`config.mk`:
```
export PLATFORM = sky130hd
export DESIGN_NAME = instr_encoder
export DESIGN_NICKNAME = d
export VERILOG_FILES = /design/src/rtl/instr_encoder.sv
export SDC_FILE = /design/constraint.sdc
export NUM_CORES = 1
export LEC_CHECK = 0
export ABC_CLOCK_PERIOD_IN_PS = 2430
export CAP_MARGIN = 20
export CORE_UTILIZATION = 50
export CTS_BUF_LIST = sky130_fd_sc_hd__clkbuf_4
export CTS_CLUSTER_DIAMETER = 120
export DETAILED_ROUTE_END_ITERATION = 10
export DONT_BUFFER_PORTS = 1
export GPL_ROUTABILITY_DRIVEN = 0
export PLACE_DENSITY_LB_ADDON = 0.25
export SLEW_MARGIN = 25
export SYNTH_ARGS = -nofsm -noshare
export SYNTH_HDL_FRONTEND = slang
export SYNTH_SLANG_ARGS = --single-unit
```
`constraint.sdc`:
```
create_clock -name clk -period 2.43 [get_ports clk]
set_input_delay 0.3645 -clock clk [delete_from_list [all_inputs] [get_ports clk]]
set_output_delay 0.3645 -clock clk [all_outputs]
set_load 0.01 [all_outputs]
```
`src/rtl/instr_encoder.sv`:
```
// RV32I instruction encoder: turns class/field requests into 32-bit words,
// flags immediates that do not fit their format, and buffers the results
// in a 2-entry FIFO with a registered ready and a saturating error counter.
module instr_encoder (
   input  logic        clk,
   input  logic        reset,
   input  logic        in_valid,
   output logic        in_ready,
   input  logic [2:0]  cls,
   input  logic        sub,
   input  logic [2:0]  funct3,
   input  logic [4:0]  rd,
   input  logic [4:0]  rs1,
   input  logic [4:0]  rs2,
   input  logic [31:0] imm,
   output logic        out_valid,
   input  logic        out_ready,
   output logic [31:0] instr,
   output logic        err,
   output logic [7:0]  err_count
);

   localparam logic [2:0] ClsLoad   = 3'd0;
   localparam logic [2:0] ClsStore  = 3'd1;
   localparam logic [2:0] ClsRtype  = 3'd2;
   localparam logic [2:0] ClsBranch = 3'd3;
   localparam logic [2:0] ClsItype  = 3'd4;
   localparam logic [2:0] ClsJal    = 3'd5;
   localparam logic [2:0] ClsUpper  = 3'd6;
   localparam logic [2:0] ClsJalr   = 3'd7;

   localparam logic [6:0] OpLoad   = 7'b0000011;
   localparam logic [6:0] OpStore  = 7'b0100011;
   localparam logic [6:0] OpRtype  = 7'b0110011;
   localparam logic [6:0] OpBranch = 7'b1100011;
   localparam logic [6:0] OpItype  = 7'b0010011;
   localparam logic [6:0] OpJal    = 7'b1101111;
   localparam logic [6:0] OpLui    = 7'b0110111;
   localparam logic [6:0] OpAuipc  = 7'b0010111;
   localparam logic [6:0] OpJalr   = 7'b1100111;

   logic [31:0] encInstr;
   logic        encErr;
   logic        fitsI;
   logic        fitsB;
   logic        fitsJ;
   logic        isShift;

   logic [1:0]  countQ, countD;
   logic [31:0] headQ, headD;
   logic        headErrQ, headErrD;
   logic [31:0] tailQ, tailD;
   logic        tailErrQ, tailErrD;
   logic [7:0]  errCountQ, errCountD;
   logic        push;
   logic        pop;

   // Immediate range checks: upper bits must all equal the format's sign bit.
   always_comb begin
      fitsI   = (imm[31:11] == '0) || (imm[31:11] == '1);
      fitsB   = (imm[31:12] == '0) || (imm[31:12] == '1);
      fitsJ   = (imm[31:20] == '0) || (imm[31:20] == '1);
      isShift = (funct3 == 3'b001) || (funct3 == 3'b101);
   end

   // Field packing per class; truncated fields are still encoded when err is set.
   always_comb begin
      encInstr = '0;
      encErr   = 1'b0;
      unique case (cls)
         ClsLoad: begin
            encInstr = {imm[11:0], rs1, funct3, rd, OpLoad};
            encErr   = !fitsI;
         end
         ClsStore: begin
            encInstr = {imm[11:5], rs2, rs1, funct3, imm[4:0], OpStore};
            encErr   = !fitsI;
         end
         ClsRtype: begin
            encInstr = {1'b0, sub, 5'b0, rs2, rs1, funct3, rd, OpRtype};
         end
         ClsBranch: begin
            encInstr = {imm[12], imm[10:5], rs2, rs1, funct3, imm[4:1], imm[11], OpBranch};
            encErr   = !fitsB || imm[0];
         end
         ClsItype: begin
            if (isShift) begin
               encInstr = {1'b0, sub, 5'b0, imm[4:0], rs1, funct3, rd, OpItype};
               encErr   = (imm[31:5] != '0);
            end else begin
               encInstr = {imm[11:0], rs1, funct3, rd, OpItype};
               encErr   = !fitsI;
            end
         end
         ClsJal: begin
            encInstr = {imm[20], imm[10:1], imm[11], imm[19:12], rd, OpJal};
            encErr   = !fitsJ || imm[0];
         end
         ClsUpper: begin
            encInstr = {imm[31:12], rd, (sub ? OpLui : OpAuipc)};
            encErr   = (imm[11:0] != '0);
         end
         ClsJalr: begin
            encInstr = {imm[11:0], rs1, 3'b000, rd, OpJalr};
            encErr   = !fitsI;
         end
         default: begin
            encInstr = '0;
            encErr   = 1'b0;
         end
      endcase
   end

   // Ready depends only on registered occupancy, never on out_ready.
   assign in_ready  = (countQ != 2'd2);
   assign out_valid = (countQ != 2'd0);
   assign instr     = headQ;
   assign err       = headErrQ;
   assign err_count = errCountQ;

   assign push = in_valid && in_ready;
   assign pop  = out_valid && out_ready;

   // FIFO next state: head is the output register, tail holds the second word.
   always_comb begin
      countD    = countQ;
      headD     = headQ;
      headErrD  = headErrQ;
      tailD     = tailQ;
      tailErrD  = tailErrQ;
      errCountD = errCountQ;
      if (push && pop) begin
         // Push only happens below count 2, so here count is 1: replace head.
         headD    = encInstr;
         headErrD = encErr;
      end else if (push) begin
         countD = countQ + 2'd1;
         if (countQ == 2'd0) begin
            headD    = encInstr;
            headErrD = encErr;
         end else begin
            tailD    = encInstr;
            tailErrD = encErr;
         end
      end else if (pop) begin
         countD = countQ - 2'd1;
         if (countQ == 2'd2) begin
            headD    = tailQ;
            headErrD = tailErrQ;
         end
      end
      if (push && encErr && (errCountQ != 8'hFF)) begin
         errCountD = errCountQ + 8'd1;
      end
   end

   // State registers; synchronous reset overrides any same-cycle push or pop.
   always_ff @(posedge clk) begin
      if (reset) begin
         countQ    <= 2'd0;
         headQ     <= '0;
         headErrQ  <= 1'b0;
         tailQ     <= '0;
         tailErrQ  <= 1'b0;
         errCountQ <= '0;
      end else begin
         countQ    <= countD;
         headQ     <= headD;
         headErrQ  <= headErrD;
         tailQ     <= tailD;
         tailErrQ  <= tailErrD;
         errCountQ <= errCountD;
      end
   end

endmodule

```
* Word-level counts from Yosys, hierarchy flattened
Index checks and enable logic that the tools add are counted.
** Storage, ports and cells
- Flip-flop bits (word level) :: 76
- Bits in latches :: 0
- RAM bits :: 0
- Memory bits (read-only) :: 0
- Word-level logic and storage cells :: 73
- Memories kept :: 0
** Operators by class
- Add/subtract/negate cells :: 3
- $mul :: 0
- Div/mod/pow operators :: 0
- $lt $le $gt $ge :: 0
- Equal/unequal tests :: 16
- Shift-type cells :: 0
- Muxes and demuxes :: 17
- Bitwise logic cells :: 2
- Reduce and logical (&&, ||, !) cells :: 29
** Operators by type and width (count)
- $pmux 32 s8 :: 1
- $mux 32 :: 6
- $reduce_bool 27->1 :: 1
- $eq 21x21->1 const B :: 1
- $logic_not 21->1 :: 1
- $eq 20x20->1 const B :: 1
- $logic_not 20->1 :: 1
- $eq 3x3->1 const B :: 5
- $eq 12x12->1 const B :: 1
- $logic_not 12->1 :: 1
- $reduce_bool 12->1 :: 1
- $add 8x1->8 const B :: 1
- $ne 8x8->1 const B :: 1
- $eq 3x1->1 const B :: 2
- $eq 3x2->1 const B :: 2
- $logic_or 1x1->1 :: 6
- $mux 1 :: 6
- $mux 6 :: 1
- $reduce_and 3->1 :: 2
- $reduce_bool 3->1 :: 2
- $logic_and 1x1->1 :: 5
- $pmux 1 s5 :: 1
- $mux 2 :: 2
- $reduce_bool 2->1 :: 2
- other kinds (11) :: 14

* Depth between registers and ports, before layout
Gate-level depths: netlist of run 1.
- Word-level depth :: 8
- Depth in mapped cells :: 12
- Depth with buffers taken out :: 10

* Least setup slack after synthesis of run 1
OpenSTA, ideal clock, no wires.
- Path type :: register to register
- From :: reg countQ[0]
- To :: reg headQ[20] (netlist: instr[20])
- Arrival time :: 2.182 ns
- Data required time :: 2.302 ns
- Path slack :: 0.120 ns
- Cell stages (with the launch flop) :: 13
- Path buffers :: 2
- Clock period less this slack :: 2.310 ns
- Path through :: dfxtp_1 > inv_1 > nand2_1 > nand2_1 > inv_2 > buf_1 > ha_1 > a211oi_1 > o21bai_1 > clkbuf_1 > a211oi_1 > a21oi_1 > nor2_1
** Between the ends
- Longest elaborated chain between the ends :: 5
- Elaborated cells between the ends (all ways) :: 13
** RTL lines
- start: declaration :: RTL line 49 : logic [1:0] countQ, countD;
- start signal: assignment :: RTL line 167 : countQ <= countD;
- $ne 2x2->1 * :: RTL line 115 : assign in_ready = (countQ != 2'd2);
- via in_ready :: RTL line 8 : output logic in_ready,
- $logic_and 1x1->1 * :: RTL line 121 : assign push = in_valid && in_ready;
- $logic_and 1x1->1 :: RTL line 132 : if (push && pop) begin
- $ne 3x1->1 (no line) / $reduce_bool 3->1 (equally long branches)
- $reduce_and 3->1 (no line)
- end signal: assignment :: RTL line 161 : headQ <= '0;
- end signal: assignment :: RTL line 168 : headQ <= headD;
- end: declaration :: RTL line 50 : logic [31:0] headQ, headD;
Mark *: on every way through the listed nets, which the timed path passes. The rest lies on a longest branch.
A chain may end at the register's enable or synchronous reset.

* Final worst setup path of run 1
- From :: reg countQ[1]
- To :: reg headQ[25] (netlist: instr[25])
The elaborated chain is that of the path after synthesis.

==> flow_metrics.py, run 1 <==
metrics = {
    "worst_setup_path": {
        "crit_type": "flip-flop to flip-flop",
        "worstPathArrival_ns": 2.61,
        "critPathMaxStageDelay_ns": 0.44,
        "startpoint_type": "flip-flop",
        "r2r_slack_ns": 0.20,
        "cp_slowest_cell": "dfxtp_1",
        "end_kind": "flip-flop",
        "path_cells": "nand2_1 -> nand2_1 -> inv_2 -> ha_1 -> a211oi_1 -> o21bai_2 -> buf_12 -> a211oi_1 -> a21oi_1 -> nor2_1",
        "cp.required_ns": 2.81,
        "cp_max_fo": 37,
    },
    "synthesis": {
        "synth.avg_cell_area_um2": 7.815,
        "syn-cell-area_mm2": 0.003782,
        "synth_edf_count": 0,
        "syn-num-nets": 546,
        "yosysWarnings": 0,
        "synthCells": 484,
        "synth_cell_types": 53,
        "synthFlopType": "dfxtp_1",
        "synth-seq-cells": 74,
        "yosysSeqAreaShare_pct": 39.17,
        "async_reset_ff_share_pct": 0,
    },
    "run": {
        "drv_cap": 0,
    },
    "min_path": {
        "hold_path_class": "input pin to flip-flop",
    },
    "cts": {
        "clock_latency_ns": 0.43,
        "clk_transition_reported_paths_ns": 0.12,
        "clockBufferDepth": 2,
        "cts-root-buf": "clkbuf_4",
        "cts_buffers": 9,
        "cts_tree": "yes",
        "h-tree-depth": 3,
        "post_cts_buffers": 0,
        "clock-sinks": 74,
    },
    "finish": {
        "n_antenna_cell": 0,
        "fin_cells": 569,
        "final_layout_size_suffix_gt1_share_pct": 9.149,
        "syn2layout_area_growth_pct": 6.120,
        "nets": 527,
        "final_cell_mix": "99 x nor2_1, 74 x dfxtp_1, 42 x a211oi_1, 41 x a21oi_1, 40 x nand2_1",
        "final_common_cell": "nor2_1",
        "n_fill_cell": 692,
    },
    "floorplanning": {
        "num_io_pins": 101,
        "die_area_mm2": 0.007917,
        "initial_core_util_pct": 51.87,
        "die_w_um": 88.98,
        "die_y_um": 88.98,
        "rows": 31,
        "core_area_mm2": 0.007292,
    },
    "pwr": {
        "vdd_ir_drop_max_mv": 0.3560,
        "p_per_area_mw_per_mm2": 908.9,
        "power.total_mw": 3.648,
        "leakage_nw": 1.430,
    },
    "global_route": {
        "antenna_found_initial": 0,
        "grt_start_max_net_pins": 71,
        "grt_pass1_wl_mm": 14.13,
        "grt_remaining_overflow": 0,
        "track_usage_pct": 23.73,
        "grt_pass1_vias": 2913,
    },
    "detailed_routing": {
        "routed_wirelength_mm": 9.292,
        "drt.antenna.violating_nets": 0,
        "drt_first_iter_violations": 169,
        "drt_first_pass_iters": 5,
        "wl_per_cell_um": 16.33,
        "drc": 0,
        "viasPerCell": 5.993,
        "vias": 3410,
    },
    "timing": {
        "period_share_pct": 91.96,
        "slew_headroom_pct": 66.73,
        "worstMarginPinSlew_ns": 0.4991,
        "fin_skew_ns": 0.007110,
        "drv_slew": 0,
        "max_freq_mhz": 447.5,
        "setup_viol": 0,
        "finalHoldViolCount": 0,
        "period_needed_ns": 2.235,
    },
    "place": {
        "port_buffers": 0,
        "dp_hpwl_mm": 6.326,
        "dp_cells": 552,
    },
    "outcome": {
        "outcome": "completed",
    },
}
-- cells in the mapped netlist, types with 5 or more instances --
library cell	count	area, um2
dfxtp_1	74	1481
a211oi_1	42	315.3
nor2_1	100	375.4
nand2_1	40	150.1
nor4_1	5	31.28
nor2b_1	9	56.30
clkbuf_1	28	105.1
nand3_1	6	30.03
a21oi_1	41	205.2
buf_1	7	26.28
nor3_1	10	50.05
mux2i_1	15	150.1
a22oi_1	8	60.06
o211ai_1	15	112.6
nand4_1	6	37.54
o21ai_0	13	65.06
-- final timing paths --
kind             start            to  cells after the start
max          countQ[1]     instr[25]                     10
min              reset  err_count[6]                      2
max reg2reg  countQ[1]     instr[25]                     10
min reg2reg   tailQ[3]      tailQ[3]                      2
-- cell families (layout without fill, tap and decap cells) --
| group | count (synthesis) | count (layout) | share of synthesized area [%] |
|---|---|---|---|
| buf+inv | 45 | 31 | 4.863 |
| fa+ha+maj | 4 | 4 | 1.323 |
| flops | 74 | 74 | 39.17 |
| mux | 19 | 19 | 5.359 |
| simple gates | 201 | 201 | 24.25 |
| xor+xnor | 2 | 2 | 0.4632 |
| compound gates | 139 | 139 | 24.58 |
-- critical path, delay by kind of cell (launching register included) --
family	cells	cell delay, ns
DFF	1	0.44
AOI/OAI and AO/OA	4	0.88
buffers and inverters	2	0.26
adders and majority gates	1	0.21
and+or+nand+nor	3	0.38
-- registers in the layout, summed over array words and instances (netlist names) --
register,count
instr,31
tailQ,31
err_count,8
countQ,2
err,1
tailErrQ,1
-- metal layers --
metal,track usage (%),share of wire (%),vias up
met2,37.06,46,120
met3,6.833,7.8,19
li1,-,-,1694
met1,30.09,44,1577
met5,0,0,-
met4,11.98,2.4,0
-- per-stage QoR --
step | hold slack, ns | instance area, um2 | setup slack, ns | TNS [ns] | util [%]
after floorplan | 0.4366 | 3782 | 0.1202 | 0 | -
after global placement | 0.4400 | 3852 | 0.1067 | 0 | 52.83
after detailed placement | 0.4424 | 3852 | 0.03222 | 0 | 52.83
after CTS | 0.06842 | 4008 | 0.1034 | 0 | 54.96
after global routing | 0.08656 | 4014 | -0.004730 | -0.004730 | 55.04
final | 0.08652 | 4014 | 0.1953 | 0 | 55.04
-- report_power, final --
| group | internal, mW | leakage (nW) | switching [mW] | total (mW) |
|---|---|---|---|---|
| Clock | 0.301 | 0.0706 | 0.439 | 0.740 |
| Combinational | 0.479 | 0.754 | 0.705 | 1.18 |
| Sequential | 1.47 | 0.605 | 0.251 | 1.72 |
| Total | 2.25 | 1.43 | 1.39 | 3.65 |
-- timing repair --
| item | 4_1_cts | 5_1_grt |
|---|---|---|
| hold endpoints to repair | 70 | 0 |
| resized for setup | 0 | 1 |
| endpoints found under the setup margin | 0 | 12 |
| hold buffers | 1 | 0 |
-- area by class of cell --
cell class,instances,area (um2),area share [%]
well taps,99,123.9,3.086
clock inverters,7,60.06,1.496
multi-input cells,365,2130,53.05
repair buffers,10,132.6,3.304
flip-flops and latches,74,1481,36.91
clock buffers,9,67.56,1.683
inverters,5,18.77,0.4676
(Power assumes the default switching activity.)
==> inputs of run 2 (changes only) <==
- GPL_ROUTABILITY_DRIVEN: 0 -> unset
==> results of run 2 <==
No change in the layout: final DEF, timing and power equal those of run 1.
==> inputs of run 3 (changes only) <==
- SETUP_SLACK_MARGIN: unset -> 0.05
==> flow_metrics.py, run 3 (same netlist as run 1, synthesis figures left out) <==
metrics = {
    "floorplanning": {
        "die_y_um": 88.98,
        "die_w_um": 88.98,
        "core_area_mm2": 0.007292,
        "rows": 31,
        "initial_core_util_pct": 51.87,
        "die_area_mm2": 0.007917,
        "num_io_pins": 101,
    },
    "cts": {
        "h-tree-depth": 3,
        "cts_buffers": 9,
        "cts-root-buf": "clkbuf_4",
        "clock-sinks": 74,
        "clock_latency_ns": 0.43,
        "clk_transition_reported_paths_ns": 0.12,
        "cts_tree": "yes",
        "clockBufferDepth": 2,
    },
    "pwr": {
        "leakage_nw": 1.431,
        "vdd_ir_drop_max_mv": 0.3682,
        "p_per_area_mw_per_mm2": 909.8,
    },
    "timing": {
        "timing.hold.ws_ns": 0.08355,
        "finalHoldViolCount": 0,
        "period_needed_ns": 2.162,
        "setup_viol": 0,
        "fin_skew_ns": 0.008316,
        "period_share_pct": 88.98,
        "fin_tns_setup_ns": 0,
        "worstMarginPinSlew_ns": 0.4972,
        "rsz0062_at_grt": "no",
        "drv_slew": 0,
        "max_freq_mhz": 462.5,
        "slew_headroom_pct": 66.85,
    },
    "global_route": {
        "track_usage_pct": 23.73,
        "grt_start_max_net_pins": 71,
        "grt_remaining_overflow": 0,
        "met1_usage_pct": 30.09,
        "antenna_found_initial": 0,
        "grt_pass1_vias": 2913,
        "grt_pass1_wl_mm": 14.13,
        "top_usage_layer": "met2",
        "grt_use_met2_pct": 37.06,
        "use_met3_pct": 6.833,
    },
    "finish": {
        "multiInputGateArea_mm2": 0.002135,
        "final_common_cell": "nor2_1",
        "n_antenna_cell": 0,
        "nets": 527,
        "n_fill_cell": 691,
        "syn2layout_area_growth_pct": 6.252,
        "final_cell_mix": "99 x nor2_1, 74 x dfxtp_1, 41 x a211oi_1, 41 x a21oi_1, 40 x nand2_1",
        "design_area_mm2": 0.004019,
        "final_layout_size_suffix_gt1_share_pct": 9.362,
        "seqCellArea_mm2": 0.001481,
    },
    "detailed_routing": {
        "drt_first_iter_violations": 162,
        "viasPerCell": 6.007,
        "drt.antenna.violating_nets": 0,
        "drc": 0,
        "drt_first_pass_iters": 5,
        "routed_wirelength_mm": 9.299,
        "wl_per_cell_um": 16.34,
        "vias": 3418,
    },
    "worst_setup_path": {
        "cp.required_ns": 2.79,
        "startpoint_type": "flip-flop",
        "end_kind": "flip-flop",
        "cp_max_fo": 10,
        "worstPathArrival_ns": 2.53,
        "crit_type": "flip-flop to flip-flop",
    },
    "outcome": {
        "outcome": "completed",
    },
    "min_path": {
        "hold_path_class": "input pin to flip-flop",
    },
    "place": {
        "dp_hpwl_mm": 6.326,
        "dpl_cell_area_mm2": 0.003852,
        "gp_congestion": 0.8771,
        "port_buffers": 0,
    },
    "run": {
        "drv_cap": 0,
    },
}
[run 3: area by class of cell]
| type | count | share of cell area (%) |
|---|---|---|
| clock buffers | 9 | 1.681 |
| clock inverters | 7 | 1.494 |
| inverters | 5 | 0.4670 |
| multi-input cells | 365 | 53.11 |
| flip-flops and latches | 74 | 36.86 |
| well taps | 99 | 3.082 |
| repair buffers | 10 | 3.300 |
[run 3: final timing paths]
kind	end	cells after the start	startpoint	slack [ns]
max	err_count[5]	7	err_count[0]	0.27
min	err_count[6]	2	reset	0.08
max reg2reg	err_count[5]	7	err_count[0]	0.27
min reg2reg	tailQ[3]	2	tailQ[3]	0.47
[run 3: power by group]
part	internal [mW]	total, mW	leakage, nW	switching [mW]
clock network	0.301	0.741	0.0706	0.440
logic	0.482	1.19	0.756	0.706
registers	1.47	1.73	0.605	0.253
total	2.26	3.66	1.43	1.40
[run 3: layer usage]
metal	share of wire, %	wire [um]
met5	0	0
met4	2.8	257
met3	7.7	712
met2	46	4276
met1	44	4053
[run 3: through the flow]
stage / cells / power [mW] / utilization [%] / setup WS, ns
5_1_grt: 569 / 3.910 / 55.11 / 0.1063
4_1_cts: 569 / 3.666 / 54.96 / 0.1034
2_1_floorplan: 484 / 2.644 / - / 0.1202
6_report: 569 / 3.656 / 55.11 / 0.2677
3_5_place_dp: 552 / 2.908 / 52.83 / 0.03222
3_3_place_gp: 552 / 2.867 / 52.83 / 0.1067
[run 3: timing repair]
action,4_1_cts,5_1_grt
hold endpoints to repair,70,0
hold buffers,1,0
buffers inserted,0,0
setup endpoints to repair,0,12
resized for setup,0,2
[run 3: critical path: stages (launching register included)]
cell,delay [ns]
dfxtp_1,0.39
ha_1,0.24
nand2_1,0.11
nor2_1,0.08
and3_1,0.29
or4_1,0.52
or3_1,0.31
a21oi_1,0.15
